--- src/rtl/mips_pkg.sv ---
// Shared encodings for the multi-cycle MIPS controller: opcode/funct codes,
// FSM state codes, ALU/write-back/destination selects, instruction classes
// and the bundle of control strobes the FSM drives.
package mips_pkg;

  // Primary opcodes (instruction[31:26])
  localparam logic [5:0] OP_RTYPE = 6'b000000;
  localparam logic [5:0] OP_ORI   = 6'b001101;
  localparam logic [5:0] OP_LUI   = 6'b001111;
  localparam logic [5:0] OP_LW    = 6'b100011;
  localparam logic [5:0] OP_SW    = 6'b101011;
  localparam logic [5:0] OP_BEQ   = 6'b000100;
  localparam logic [5:0] OP_J     = 6'b000010;
  localparam logic [5:0] OP_JAL   = 6'b000011;

  // R-type function codes (instruction[5:0])
  localparam logic [5:0] FN_ADDU  = 6'b100001;
  localparam logic [5:0] FN_SUBU  = 6'b100011;
  localparam logic [5:0] FN_JR    = 6'b001000;

  typedef enum logic [3:0] {
    ST_FETCH   = 4'd0,
    ST_DECODE  = 4'd1,
    ST_EXE_R   = 4'd2,
    ST_EXE_I   = 4'd3,
    ST_MEM_ADR = 4'd4,
    ST_MEM_RD  = 4'd5,
    ST_MEM_WR  = 4'd6,
    ST_WB_R    = 4'd7,
    ST_WB_I    = 4'd8,
    ST_WB_MEM  = 4'd9,
    ST_BRANCH  = 4'd10,
    ST_JUMP    = 4'd11
  } state_e;

  typedef enum logic [2:0] {
    ALU_ADD = 3'd0,
    ALU_SUB = 3'd1,
    ALU_OR  = 3'd2,
    ALU_LUI = 3'd3
  } alu_op_e;

  typedef enum logic [1:0] {
    DST_RT = 2'd0,
    DST_RD = 2'd1,
    DST_RA = 2'd2
  } reg_dst_e;

  typedef enum logic [1:0] {
    WB_ALU = 2'd0,
    WB_MEM = 2'd1,
    WB_PC4 = 2'd2
  } wb_sel_e;

  // Instruction classes produced by mc_decode
  typedef enum logic [3:0] {
    IC_ILLEGAL = 4'd0,
    IC_ADDU    = 4'd1,
    IC_SUBU    = 4'd2,
    IC_JR      = 4'd3,
    IC_ORI     = 4'd4,
    IC_LUI     = 4'd5,
    IC_LW      = 4'd6,
    IC_SW      = 4'd7,
    IC_BEQ     = 4'd8,
    IC_J       = 4'd9,
    IC_JAL     = 4'd10
  } iclass_e;

  // Every strobe/select the controller drives, registered as one word
  typedef struct packed {
    logic     ir_wr;
    logic     pc_wr;
    logic     npc_sel;
    logic     j;
    logic     jr_ctrl;
    logic     reg_wr;
    logic     mem_wr;
    reg_dst_e reg_dst;
    wb_sel_e  wb_sel;
    logic     alu_src;
    logic     ext_op;
    alu_op_e  alu_op;
    logic     retire;
    logic     illegal;
  } ctrl_t;

  // All strobes low, all selects at their zero encoding
  function automatic ctrl_t ctrl_idle();
    ctrl_t c;
    c = '0;
    return c;
  endfunction

  // States that finish an instruction unconditionally (MEM_WR finishes only
  // on its last wait cycle, so it is handled separately)
  function automatic logic is_terminal(input state_e s);
    logic t;
    case (s)
      ST_WB_R, ST_WB_I, ST_WB_MEM, ST_BRANCH, ST_JUMP: t = 1'b1;
      default:                                         t = 1'b0;
    endcase
    return t;
  endfunction

endpackage

--- src/rtl/mc_decode.sv ---
// Combinational instruction classifier: opcode/funct -> instruction class.
// Anything not in the supported subset is reported as IC_ILLEGAL.
module mc_decode
  import mips_pkg::*;
(
  input  logic [5:0] opcode,
  input  logic [5:0] funct,
  output iclass_e    iclass
);

  // Map the opcode (and funct for R-type) onto an instruction class
  always_comb begin
    iclass = IC_ILLEGAL;
    case (opcode)
      OP_RTYPE: begin
        case (funct)
          FN_ADDU: iclass = IC_ADDU;
          FN_SUBU: iclass = IC_SUBU;
          FN_JR:   iclass = IC_JR;
          default: iclass = IC_ILLEGAL;
        endcase
      end
      OP_ORI:  iclass = IC_ORI;
      OP_LUI:  iclass = IC_LUI;
      OP_LW:   iclass = IC_LW;
      OP_SW:   iclass = IC_SW;
      OP_BEQ:  iclass = IC_BEQ;
      OP_J:    iclass = IC_J;
      OP_JAL:  iclass = IC_JAL;
      default: iclass = IC_ILLEGAL;
    endcase
  end

endmodule

--- src/rtl/mc_ctrl.sv ---
// Multi-cycle MIPS controller. Moore FSM whose outputs are computed from the
// next state and the next latched opcode/funct, then registered, so every
// output is a flop and reset clears them all in the same edge as the state.
// A one-cycle hold flag keeps the FSM in FETCH (with all outputs low) for the
// reset cycle, so the first cycle after release is FETCH with ir_wr=1.
module mc_ctrl
  import mips_pkg::*;
#(
  parameter int unsigned MEM_WAIT = 0
) (
  input  logic       clk,
  input  logic       reset,
  input  logic [5:0] opcode,
  input  logic [5:0] funct,
  input  logic       zero,
  output logic       ir_wr,
  output logic       pc_wr,
  output logic       npc_sel,
  output logic       j,
  output logic       jr_ctrl,
  output logic       reg_wr,
  output logic       mem_wr,
  output logic [1:0] reg_dst,
  output logic [1:0] wb_sel,
  output logic       alu_src,
  output logic       ext_op,
  output logic [2:0] alu_op,
  output logic       retire,
  output logic       illegal,
  output logic [3:0] state
);

  localparam logic [3:0] WAIT_LOAD = 4'(MEM_WAIT);

  state_e      state_r;
  logic        hold_r;
  logic [3:0]  wait_r;
  logic [5:0]  op_r;
  logic [5:0]  fn_r;
  ctrl_t       ctrl_r;

  state_e      state_nxt_s;
  logic [3:0]  wait_nxt_s;
  logic [5:0]  op_s;
  logic [5:0]  fn_s;
  iclass_e     iclass_s;
  ctrl_t       ctrl_nxt_s;

  // The IFU applies zero itself when npc_sel is set in BRANCH; the
  // controller's own decisions never depend on it.
  logic        unused_s;
  assign unused_s = zero;

  // In FETCH the instruction is being loaded, so the live opcode is the one
  // that will be latched; afterwards the latched copy is authoritative.
  assign op_s = (state_r == ST_FETCH) ? opcode : op_r;
  assign fn_s = (state_r == ST_FETCH) ? funct  : fn_r;

  mc_decode u_decode (
    .opcode (op_s),
    .funct  (fn_s),
    .iclass (iclass_s)
  );

  // Latch opcode/funct alongside the instruction-register load
  always_ff @(posedge clk) begin
    if (reset) begin
      op_r <= 6'd0;
      fn_r <= 6'd0;
    end else if (state_r == ST_FETCH) begin
      op_r <= opcode;
      fn_r <= funct;
    end else begin
      op_r <= op_r;
      fn_r <= fn_r;
    end
  end

  // State, wait counter, reset hold flag and registered outputs
  always_ff @(posedge clk) begin
    if (reset) begin
      state_r <= ST_FETCH;
      hold_r  <= 1'b1;
      wait_r  <= 4'd0;
      ctrl_r  <= ctrl_idle();
    end else begin
      state_r <= state_nxt_s;
      hold_r  <= 1'b0;
      wait_r  <= wait_nxt_s;
      ctrl_r  <= ctrl_nxt_s;
    end
  end

  // Next-state and wait-counter logic
  always_comb begin
    state_nxt_s = state_r;
    if (hold_r) begin
      state_nxt_s = ST_FETCH;
    end else begin
      case (state_r)
        ST_FETCH: state_nxt_s = ST_DECODE;
        ST_DECODE: begin
          case (iclass_s)
            IC_ADDU, IC_SUBU:     state_nxt_s = ST_EXE_R;
            IC_ORI, IC_LUI:       state_nxt_s = ST_EXE_I;
            IC_LW, IC_SW:         state_nxt_s = ST_MEM_ADR;
            IC_BEQ:               state_nxt_s = ST_BRANCH;
            IC_J, IC_JAL, IC_JR:  state_nxt_s = ST_JUMP;
            default:              state_nxt_s = ST_FETCH;
          endcase
        end
        ST_EXE_R: state_nxt_s = ST_WB_R;
        ST_EXE_I: state_nxt_s = ST_WB_I;
        ST_MEM_ADR: begin
          if (iclass_s == IC_SW) state_nxt_s = ST_MEM_WR;
          else                   state_nxt_s = ST_MEM_RD;
        end
        ST_MEM_RD: begin
          if (wait_r == 4'd0) state_nxt_s = ST_WB_MEM;
          else                state_nxt_s = ST_MEM_RD;
        end
        ST_MEM_WR: begin
          if (wait_r == 4'd0) state_nxt_s = ST_FETCH;
          else                state_nxt_s = ST_MEM_WR;
        end
        ST_WB_R, ST_WB_I, ST_WB_MEM, ST_BRANCH, ST_JUMP: state_nxt_s = ST_FETCH;
        default: state_nxt_s = ST_FETCH;
      endcase
    end

    // Counter loads on entry to a memory state, then counts down to zero
    wait_nxt_s = 4'd0;
    if (((state_nxt_s == ST_MEM_RD) || (state_nxt_s == ST_MEM_WR)) &&
        (state_nxt_s != state_r)) begin
      wait_nxt_s = WAIT_LOAD;
    end else if (wait_r != 4'd0) begin
      wait_nxt_s = wait_r - 4'd1;
    end else begin
      wait_nxt_s = 4'd0;
    end
  end

  // Output decode for the upcoming state (registered on the next edge)
  always_comb begin
    ctrl_nxt_s = ctrl_idle();
    case (state_nxt_s)
      ST_FETCH: ctrl_nxt_s.ir_wr = 1'b1;
      ST_DECODE: begin
        if (iclass_s == IC_ILLEGAL) begin
          ctrl_nxt_s.illegal = 1'b1;
          ctrl_nxt_s.pc_wr   = 1'b1;
        end else begin
          ctrl_nxt_s.illegal = 1'b0;
        end
      end
      ST_EXE_R: begin
        if (iclass_s == IC_SUBU) ctrl_nxt_s.alu_op = ALU_SUB;
        else                     ctrl_nxt_s.alu_op = ALU_ADD;
      end
      ST_EXE_I: begin
        ctrl_nxt_s.alu_src = 1'b1;
        ctrl_nxt_s.ext_op  = 1'b0;
        if (iclass_s == IC_LUI) ctrl_nxt_s.alu_op = ALU_LUI;
        else                    ctrl_nxt_s.alu_op = ALU_OR;
      end
      ST_MEM_ADR, ST_MEM_RD: begin
        ctrl_nxt_s.alu_src = 1'b1;
        ctrl_nxt_s.ext_op  = 1'b1;
        ctrl_nxt_s.alu_op  = ALU_ADD;
      end
      ST_MEM_WR: begin
        ctrl_nxt_s.alu_src = 1'b1;
        ctrl_nxt_s.ext_op  = 1'b1;
        ctrl_nxt_s.alu_op  = ALU_ADD;
        // Write only once the stall has fully elapsed
        if (wait_nxt_s == 4'd0) ctrl_nxt_s.mem_wr = 1'b1;
        else                    ctrl_nxt_s.mem_wr = 1'b0;
      end
      ST_WB_R: begin
        ctrl_nxt_s.reg_wr  = 1'b1;
        ctrl_nxt_s.reg_dst = DST_RD;
        ctrl_nxt_s.wb_sel  = WB_ALU;
      end
      ST_WB_I: begin
        ctrl_nxt_s.reg_wr  = 1'b1;
        ctrl_nxt_s.reg_dst = DST_RT;
        ctrl_nxt_s.wb_sel  = WB_ALU;
        ctrl_nxt_s.alu_src = 1'b1;
        ctrl_nxt_s.ext_op  = 1'b0;
      end
      ST_WB_MEM: begin
        ctrl_nxt_s.reg_wr  = 1'b1;
        ctrl_nxt_s.reg_dst = DST_RT;
        ctrl_nxt_s.wb_sel  = WB_MEM;
      end
      ST_BRANCH: begin
        ctrl_nxt_s.alu_op  = ALU_SUB;
        ctrl_nxt_s.npc_sel = 1'b1;
      end
      ST_JUMP: begin
        case (iclass_s)
          IC_J:  ctrl_nxt_s.j = 1'b1;
          IC_JAL: begin
            ctrl_nxt_s.j       = 1'b1;
            ctrl_nxt_s.reg_wr  = 1'b1;
            ctrl_nxt_s.reg_dst = DST_RA;
            ctrl_nxt_s.wb_sel  = WB_PC4;
          end
          IC_JR:   ctrl_nxt_s.jr_ctrl = 1'b1;
          default: ctrl_nxt_s.j       = 1'b0;
        endcase
      end
      default: ctrl_nxt_s = ctrl_idle();
    endcase

    // Completing cycle: advance the PC and flag retirement
    if (is_terminal(state_nxt_s) || ctrl_nxt_s.mem_wr) begin
      ctrl_nxt_s.pc_wr  = 1'b1;
      ctrl_nxt_s.retire = 1'b1;
    end else begin
      ctrl_nxt_s.retire = 1'b0;
    end
  end

  assign ir_wr   = ctrl_r.ir_wr;
  assign pc_wr   = ctrl_r.pc_wr;
  assign npc_sel = ctrl_r.npc_sel;
  assign j       = ctrl_r.j;
  assign jr_ctrl = ctrl_r.jr_ctrl;
  assign reg_wr  = ctrl_r.reg_wr;
  assign mem_wr  = ctrl_r.mem_wr;
  assign reg_dst = ctrl_r.reg_dst;
  assign wb_sel  = ctrl_r.wb_sel;
  assign alu_src = ctrl_r.alu_src;
  assign ext_op  = ctrl_r.ext_op;
  assign alu_op  = ctrl_r.alu_op;
  assign retire  = ctrl_r.retire;
  assign illegal = ctrl_r.illegal;
  assign state   = state_r;

endmodule

--- config.mk ---
export PLATFORM = sky130hd
export DESIGN_NAME = mc_ctrl
export DESIGN_NICKNAME = d
export VERILOG_FILES = /design/src/rtl/mips_pkg.sv /design/src/rtl/mc_decode.sv /design/src/rtl/mc_ctrl.sv
export SDC_FILE = /design/constraint.sdc
export NUM_CORES = 1
export LEC_CHECK = 0
export ABC_AREA = 1
export CAP_MARGIN = 5
export CORE_MARGIN = 5
export CORE_UTILIZATION = 31
export DETAILED_ROUTE_END_ITERATION = 12
export PLACE_DENSITY = 0.59
export SLEW_MARGIN = 40
export SYNTH_ARGS = -nofsm -noshare
export SYNTH_HDL_FRONTEND = slang
export SYNTH_HIERARCHICAL = 1
export SYNTH_SLANG_ARGS = --single-unit
--- constraint.sdc ---
create_clock -name clk -period 5.4 [get_ports clk]
set_clock_uncertainty 0.1 [all_clocks]
set_input_delay 1.08 -clock clk [delete_from_list [all_inputs] [get_ports clk]]
set_output_delay 1.08 -clock clk [all_outputs]
set_load 0.005 [all_outputs]
# Yosys cells after proc, flatten, opt, wreduce, memory -nomap -nowiden
# Memories as Yosys holds them, arrays and structs flattened.
# Index checks and enable logic that the tools add are counted.
totals:
  inputBits: 15
  register_bits: 39
  wordCells: 103
  memories: 1
  output_inout_bits: 22
  mem_bits_ro: 64
mem_list:
  columns: ["name", "words", "width", "read_ports", "rd_clocked_by_memory_dff", "wr", "line", "rtl"]
  rows:
  - ["(no name shown)", 16, 4, 1, 0, 0, "mc_ctrl.sv:103", "case (iclass_s)"]
classes:
  addsub: 1
  muxes: 31
  n_reduce_logical: 16
  eq_ne: 34
  bitwise_logic: 1
op_table:
  columns: ["op", "count"]
  rows:
  - ["equality test 4 x 3 -> 1 bit, second input constant", 9]
  - ["one-hot mux 4 bit (8 select lines)", 1]
  - ["one-hot mux 4 bit (7 select lines)", 1]
  - ["equality test 4 x 2 -> 1 bit, second input constant", 6]
  - ["equality test 4 bit, second input constant", 6]
  - ["equality test 6 bit, second input constant", 4]
  - ["zero test 4 bit", 5]
  - ["2-to-1 mux 4 bit", 5]
  - ["equality test 6 x 4 -> 1 bit, second input constant", 3]
  - ["2-to-1 mux 1 bit", 15]
  - ["equality test 6 x 2 -> 1 bit, second input constant", 2]
  - ["2-to-1 mux 6 bit", 2]
  - ["one-hot mux 4 bit (3 select lines)", 1]
  - ["one-hot mux 3 bit (3 select lines)", 1]
  - ["equality test 4 x 1 -> 1 bit, second input constant", 2]
  - ["equality test 6 x 3 -> 1 bit, second input constant", 1]
  - ["zero test 6 bit", 1]
  - ["one-hot mux 2 bit (3 select lines)", 1]
  - ["OR reduction 2 bit", 3]
  - ["OR reduction 3 bit", 2]
  - ["OR reduction 5 bit", 1]
  - ["inequality test 4 bit", 1]
  - ["one-hot mux 2 bit (2 select lines)", 1]
  - ["nonzero test 4 bit", 1]
  - ["7 further kinds", 8]

# Logic depth before layout (Yosys ltp)
# Gate-level depths: netlist of run 1.
depth:
  ltp_word: 18
  ltp_mapped: 28
  depth_no_buf: 27

# Hierarchy
# Netlist of run 1, hierarchy kept.
by_module_without_submodules:
  columns: ["mod", "area_per_inst_um2", "instances", "cells_per_inst", "seq_area_each_um2"]
  rows:
  - ["mc_ctrl", 1889.3, 1, 269, 740.7]
  - ["mc_decode", 224.0, 1, 50, 0.0]

# Worst setup path after synthesis of run 1
# Ideal clock, no wire load.
synth_timing:
  kind: "input-to-reg"
  start: "input opcode[4]"
  end: "register ctrl_r (netlist bit pc_wr)"
  t_required_ns: 5.176
  setup_ns: 0.124
  n_path_buf: 0
  path_slack_ns: 2.061
  cell_stages: 19
  arrival_ns: 3.115
  cell_sequence: "o21ai_0 > inv_1 > nor2_4 > nand3_1 > nand2_1 > nor2_1 > nand2_1 > inv_1 > ha_1 > nand2_1 > nand2_1 > nand2_1 > nand2_2 > nand2_2 > inv_2 > nand2_2 > nor2_1 > o21ai_0 > nand3_2"
synth_via:
  elab_chain_len: 16
  elab_cells_between_ends: 37
  classes_between: "17 x eq/ne; 12 x mux; 7 x reduce/logical; 1 x memory"
synth_rtl:
  columns: ["item", "line", "rtl"]
  rows:
  - ["start: declaration", "mc_ctrl.sv:13", "input logic [5:0] opcode,"]
  - ["2-to-1 mux 6 bit *", null, null]
  - ["named net op_s[4]", "mc_ctrl.sv:44", "logic [5:0] op_s;"]
  - ["equality test 6 x 2 -> 1 bit (tied with other cells)", "mc_decode.sv:14", "case (opcode)"]
  - ["one-hot mux 4 bit (8 select lines) *", "mc_decode.sv:14", null]
  - ["named net iclass_s[0]", "mc_ctrl.sv:46", "iclass_e iclass_s;"]
  - ["branches (longest 12 deep; another with memory (16 x 4 bit))", null, null]
  - ["2-to-1 mux 1 bit *", "mc_ctrl.sv:217", "if (is_terminal(state_nxt_s) || ctrl_nxt_s.mem_wr) begin"]
  - ["end signal: assignment", "mc_ctrl.sv:85", "ctrl_r <= ctrl_idle();"]
  - ["end signal: assignment", "mc_ctrl.sv:90", "ctrl_r <= ctrl_nxt_s;"]
  - ["end: declaration", "mc_ctrl.sv:40", "ctrl_t ctrl_r;"]
# Mark *: on every way through the listed nets, which the timed path passes.
# A chain may end at the register's enable or synchronous reset.

# Worst setup path after layout of run 1
layout_timing:
  start: "register state_r[3], in the netlist state[3]"
  end: "register ctrl_r (netlist bit pc_wr)"
layout_via:
  elab_cells_between_ends: 49
  classes_between: "26 x eq/ne; 14 x mux; 8 x reduce/logical; 1 x memory"
layout_lines:
  columns: ["item", "line", "rtl"]
  rows:
  - ["start: declaration", "mc_ctrl.sv:35", "state_e state_r;"]
  - ["start signal: assignment", "mc_ctrl.sv:87", "state_r <= state_nxt_s;"]
  - ["zero test 4 bit *", "mc_ctrl.sv:56", "assign op_s = (state_r == ST_FETCH) ? opcode : op_r;"]
  - ["2-to-1 mux 6 bit *", null, null]
  - ["named net op_s[1]", "mc_ctrl.sv:44", null]
  - ["equality test 6 x 2 -> 1 bit (tied with other cells)", "mc_decode.sv:14", null]
  - ["one-hot mux 4 bit (8 select lines) *", "mc_decode.sv:14", null]
  - ["named net iclass_s[0]", "mc_ctrl.sv:46", null]
  - ["branches (longest 12 deep; another with memory (16 x 4 bit))", null, null]
  - ["2-to-1 mux 1 bit *", "mc_ctrl.sv:217", null]
# Marks and branches as above.

==> results.toml, run 1 <==
[status]
outcome = "complete, no violations"

[global_route]
grt_pass1_wl_mm = 7.044
antenna_found_initial = 0
grt_util_met1_pct = 12.54
grt_pass1_vias = 1668
track_usage_pct = 10.22
met2_usage_pct = 16.98
grt_max_degree = 30
grt_overflow_total = 0
busiest_layer = "met2"
use_met3_pct = 3.168

[synth]
yosysSeqAreaShare_pct = 35.05
ys_warn_count = 6
synth_area_leaders = "dfxtp_1 35%, nand2_1 11%, inv_1 9.9%, nor2_1 9.2%, nand3_1 5.7%"
synth_fp_nets = 342
synth.distinct_cells = 31
synth_top_area_cell = "dfxtp_1"
async_flop_share_pct = 0
synth_top_flop_cell = "dfxtp_1"
synth_edf_count = 0
synth.top_cell.area_share_pct = 35.05
syn_area_per_cell_um2 = 6.625
netlist_instances = 319
synth_area_mm2 = 0.002113
synth-seq-cells = 37

[setup_path]
worst-setup-path-type = "reg -> reg"
start_kind = "flip-flop"
arrival_ns = 3.92
crit_path_end_kind = "flip-flop"
crit_path_max_fanout = 24
cp-startpoint = "state[3]"
timing.rr.start = "state[3]"
cp.required_ns = 5.47
r2r_cells = 21

[drt]
drtIter0Drc = 88
firstDrtPassIters = 4
vias_per_cell = 4.362
detail_route.drc_violations = 0
num_vias = 1893
post_drt_wl_per_cell_um = 9.588
route.final.wire_length_mm = 4.161
postRouteAntennaNets = 0

[placement]
place_congestion = 0.8432
place_area_mm2 = 0.002520
dpl.hpwl_mm = 3.212
io_buffers = 34

[sta]
rsz0062_at_grt = "no"
fin_crit_ns = 3.857
fin_tns_setup_ns = 0
fin_crit_sh_pct = 71.42
hold_viol = 0
final-setup-viol-count = 0
slew_viol_final = 0
slew_headroom_pct = 57.70
max_freq_mhz = 259.3
worstMarginPinSlew_ns = 0.6329

[clock_network]
h-tree-depth = 2
cts_setup_buffers = 0
cts_tree = "built"
clk-insertion-delay-late_ns = 0.29
cts_root_buf = "clkbuf_8"
ctsResizeCount = 0
cts_buffer_depth = 2
clk_pin_slew_ns = 0.08
cts_buffers = 5
cts_hold_buf = 0
clkSinkCount = 37

[final_layout]
diodes = 0
drive_gt1_share_pct = 13.28
final_cell_area_mm2 = 0.002633
final_nets = 376
syn2layout_area_growth_pct = 24.57

[floorplanning]
core_mm2 = 0.006719
initial_utilization_pct = 31.45
ios = 37
rows = 30
die-width_um = 92.57
die_y_um = 92.57
die_area_mm2 = 0.008568

[power]
total_power_mw = 0.6365
power_density_mw_per_mm2 = 241.8
p_leak_nw = 1.281
peakVddDrop_mv = 0.1135

[min_path]
whs_path_depth = 3
hp-class = "reg -> reg"
min_from = "wait_r[0]"

[run]
drv_cap = 0
-- layout make-up --
cell class,instances,area (um2)
Fill cell,698,4086
Multi-Input combinational cell,211,1095
Sequential cell,37,740.7
Timing Repair Buffer,35,347.8
Inverter,63,236.5
Tap cell,80,100.1
Clock buffer,5,68.82
Clock inverter,3,43.79
-- routing by layer --
layer	wire (um)	vias up	part of all wire (%)
met5	0	-	0
met4	47	0	1.1
met3	251	4	6.0
met2	1819	40	44
met1	2043	814	49
li1	-	1035	-
-- worst max-delay path, cell delays in order (launching register included) --
cell and delay (ns):
dfxtp_1 0.39, nor2_2 0.26, nand2_1 0.44, o21ai_0 0.38, inv_1 0.13, nor2_1 0.19, nand2_2 0.07, nor2_2 0.09
nand2_1 0.07, nand2_1 0.19, inv_1 0.12, ha_1 0.30, nand2_1 0.07, nand2_1 0.05, nand2_1 0.08, nand2_2 0.08
nand2_2 0.13, inv_2 0.08, nand2_2 0.10, nor2_1 0.06, o21ai_0 0.27, nand3_2 0.10
-- cell usage in the layout, fill, tap and decap left out, types with 2 or more instances in the layout --
cell and count:
clkdlybuf4s50_1 34, nand3_1 24, dfxtp_1 37, a31oi_1 2, nand4_1 4, nor2_4 3
nand2_4 2, clkbuf_8 5, nor2_1 52, nor3_1 3, a21oi_1 4, nor2_2 9
nand2_1 60, ha_1 8, nand3_2 2, inv_2 6, nand2_2 11, o21ai_0 16
inv_1 56
-- Yosys cell counts, types with 5 or more instances --
library cell and n:
nand2_1 60, inv_2 6, dfxtp_1 37, nor2_2 9, nor2_1 52, ha_1 8
nand2_2 11, o21ai_0 16, clkbuf_1 5, inv_1 56, nand3_1 24
-- state kept, by name, summed over array words and instances (netlist names) --
name and count:
ir_wr 1, wb_sel 1, fn_r 6, illegal 1
npc_sel 1, pc_wr 1, j 1, wait_r 4
op_r 6, mem_wr 1, alu_op 2, ext_op 1
reg_dst 2, reg_wr 1, jr_ctrl 1, retire 1
alu_src 1, hold_r 1, state 4
-- power by group --
group	switching, mW	leakage (nW)	internal (mW)	total (mW)
clock	0.107	0.0585	0.138	0.245
combinational	0.0644	0.920	0.0392	0.104
sequential	0.00377	0.303	0.284	0.288
-- logic make-up after synthesis --
group / after synthesis / share of synthesized area, %
buf+inv: 71 / 13.14
compound gates: 26 / 6.927
fa+ha+maj: 8 / 4.737
simple gates: 175 / 39.55
xor+xnor: 1 / 0.4145
flops: 37 / 35.05
other cells: 1 / 0.1774
-- through the flow --
| step | hold WS [ns] | setup slack [ns] | std cells | util, % |
|---|---|---|---|---|
| after CTS | 0.4256 | 1.488 | 434 | 39.18 |
| after floorplan | 0.3917 | 2.061 | 319 | - |
| final | 0.4222 | 1.544 | 434 | 39.18 |
| after global routing | 0.4948 | 1.025 | 434 | 39.18 |
| after detailed placement | 0.4111 | 1.289 | 426 | 37.50 |
| after global placement | 0.4136 | 1.321 | 426 | 37.50 |
-- path summary, 6_finish.rpt --
path	slack, ns	endpoint
setup / recovery	1.54	pc_wr
hold reg to reg	0.42	wait_r[0]
setup reg to reg	1.54	pc_wr
hold / removal	0.42	wait_r[0]
No activity file was read; power rests on OpenSTA's default activity.
==> run 2: changes to the inputs <==
clock period = 3.75 ns   (was 5.4 ns; I/O delays follow)
==> run 2 against run 1 <==
Against the previous run:
- combinational power is 53% higher
- global-route usage is 0.56 points higher
- wire length grew 1.9%
- largest cell class unchanged
- non-clock buffer count increased by 7
- setup slack worse by 1.2 ns
- clock power increased by 23%
- sequential cell count stayed put
==> results.toml, run 2 (synthesis gave the netlist of run 1 again) <==
[sta]
fin_crit_ns = 3.361
rsz0062_at_grt = "no"
fin_crit_sh_pct = 89.63
max_freq_mhz = 297.5
fin_tns_setup_ns = 0
fin_ws_ns = 0.3888
slew_viol_final = 0
final-setup-viol-count = 0
hold_viol = 0

[floorplanning]
initial_utilization_pct = 31.45
ios = 37
die-width_um = 92.57
die_y_um = 92.57
die_area_mm2 = 0.008568
core_mm2 = 0.006719
rows = 30

[drt]
met3WireLength_um = 220
post_drt_wl_per_cell_um = 9.617
top_layer_used = "met4"
routed-wl-met2_mm = 1.844
drtIter0Drc = 57
met1_length_mm = 2.126
firstDrtPassIters = 4
route.final.wire_length_mm = 4.241
postRouteAntennaNets = 0
vias_per_cell = 4.333
num_vias = 1911
detail_route.drc_violations = 0

[global_route]
antenna_found_initial = 0
grt_pass1_wl_mm = 7.486
grt_max_degree = 25
grt_pass1_vias = 1742
track_usage_pct = 10.78
grt_overflow_total = 0

[power]
sw_frac_of_total_pct = 27.13
p_sw_mw = 0.2374
p_leak_nw = 1.315
combPwrFrac_pct = 18.1
clkPwrFrac_pct = 34.5
power_density_mw_per_mm2 = 325.7
p_int_mw = 0.6375
share_seq_of_total_power_pct = 47.3
peakVddDrop_mv = 0.1808

[min_path]
min_from = "wait_r[0]"
whs_path_depth = 3
hp-class = "reg -> reg"

[clock_network]
cts_setup_buffers = 0
clk-insertion-delay-late_ns = 0.29
clk_pin_slew_ns = 0.07
h-tree-depth = 2
cts_buffers = 5
cts_root_buf = "clkbuf_8"
cts_buffer_depth = 2
cts_tree = "built"
clkSinkCount = 37

[setup_path]
worst-setup-path-type = "in -> reg"
cp.required_ns = 3.82
start_kind = "primary input"
crit_path_max_fanout = 6
arrival_ns = 3.43
cp-startpoint = "opcode[4]"
timing.rr.start = "state[1]"
r2r_cells = 22
crit_path_end_kind = "flip-flop"

[placement]
place_area_mm2 = 0.002572
place_congestion = 0.8276
dp_cells = 433
io_buffers = 34
dpl.hpwl_mm = 3.285
dpl_worst_slack_ns = 0.06492

[final_layout]
utilization_pct = 39.98
syn2layout_area_growth_pct = 27.12
largestRegisters = "fn_r (6), op_r (6)"
fillers = 703
drive_gt1_share_pct = 16.07
finalNonFillerCells = 441
final_common_cell = "nand2_1"
diodes = 0
final_cell_area_mm2 = 0.002686
final_nets = 383
final_cell_mix = "59 x nand2_1, 56 x inv_1, 51 x nor2_1"

[run]
drv_cap = 0

[status]
outcome = "complete, no violations"
-- run 2: cell count changes in the layout (fill, tap and decap cells not counted), sizes merged --
cell,delta
buf,+7
clkbuf,+2
bufinv,-1
inv,-1
-- run 2: cell type report --
class                           count  area [um2]  share of cell area, %
Clock buffer                        7       96.34                  3.586
Clock inverter                      1       5.005                 0.1863
Inverter                           63       236.5                  8.803
Multi-Input combinational cell    211        1105                  41.13
Sequential cell                    37       743.2                  27.67
Tap cell                           80       100.1                  3.726
Timing Repair Buffer               42       400.4                  14.90
-- run 2: worst paths after layout --
kind,end,slack [ns]
worst max-delay path,pc_wr,0.39
worst min-delay path,wait_r[0],0.43
worst max register to register,pc_wr,0.43
worst min register to register,wait_r[0],0.43
-- run 2: stage by stage --
step | hold slack (ns) | power, mW
finish | 0.4296 | 0.8749
global route | 0.4759 | 0.9316
CTS | 0.4270 | 0.8857
detailed placement | 0.4136 | 0.5801
global placement | 0.4145 | 0.5784
floorplan | 0.3917 | 0.5319
-- run 2: routing by layer --
layer / GRT usage, % / vias up
met5: 0 / -
met4: 4.455 / 0
met3: 2.924 / 4
met2: 17.22 / 31
met1: 13.66 / 821
li1: - / 1055
-- run 2: critical path, cell delays in order --
cell and delay [ns]:
clkdlybuf4s50_1 0.41, o21ai_0 0.23, inv_1 0.13, nor2_4 0.18, nand2_2 0.06, nor2_2 0.09, nand2_1 0.07, nand2_1 0.14
inv_1 0.10, ha_1 0.30, nand2_1 0.06, nand2_1 0.05, nand2_1 0.08, nand2_2 0.08, nand2_2 0.11, inv_2 0.07
nand2_2 0.09, nor2_1 0.05, o21ai_0 0.28, nand3_2 0.10
-- run 2: power by group through the flow --
stage	clock network (mW)	registers, mW	logic (mW)
finish	0.302	0.414	0.159
global route	0.333	0.415	0.184
CTS	0.314	0.414	0.158
detailed placement	0	0.423	0.157
global placement	0	0.423	0.156
floorplan	0	0.424	0.108
-- run 2: what timing repair did --
action / CTS / global route
hold buffers: 0 / 0
endpoints found under the setup margin: 0 / 15
gates resized for setup: 0 / 9
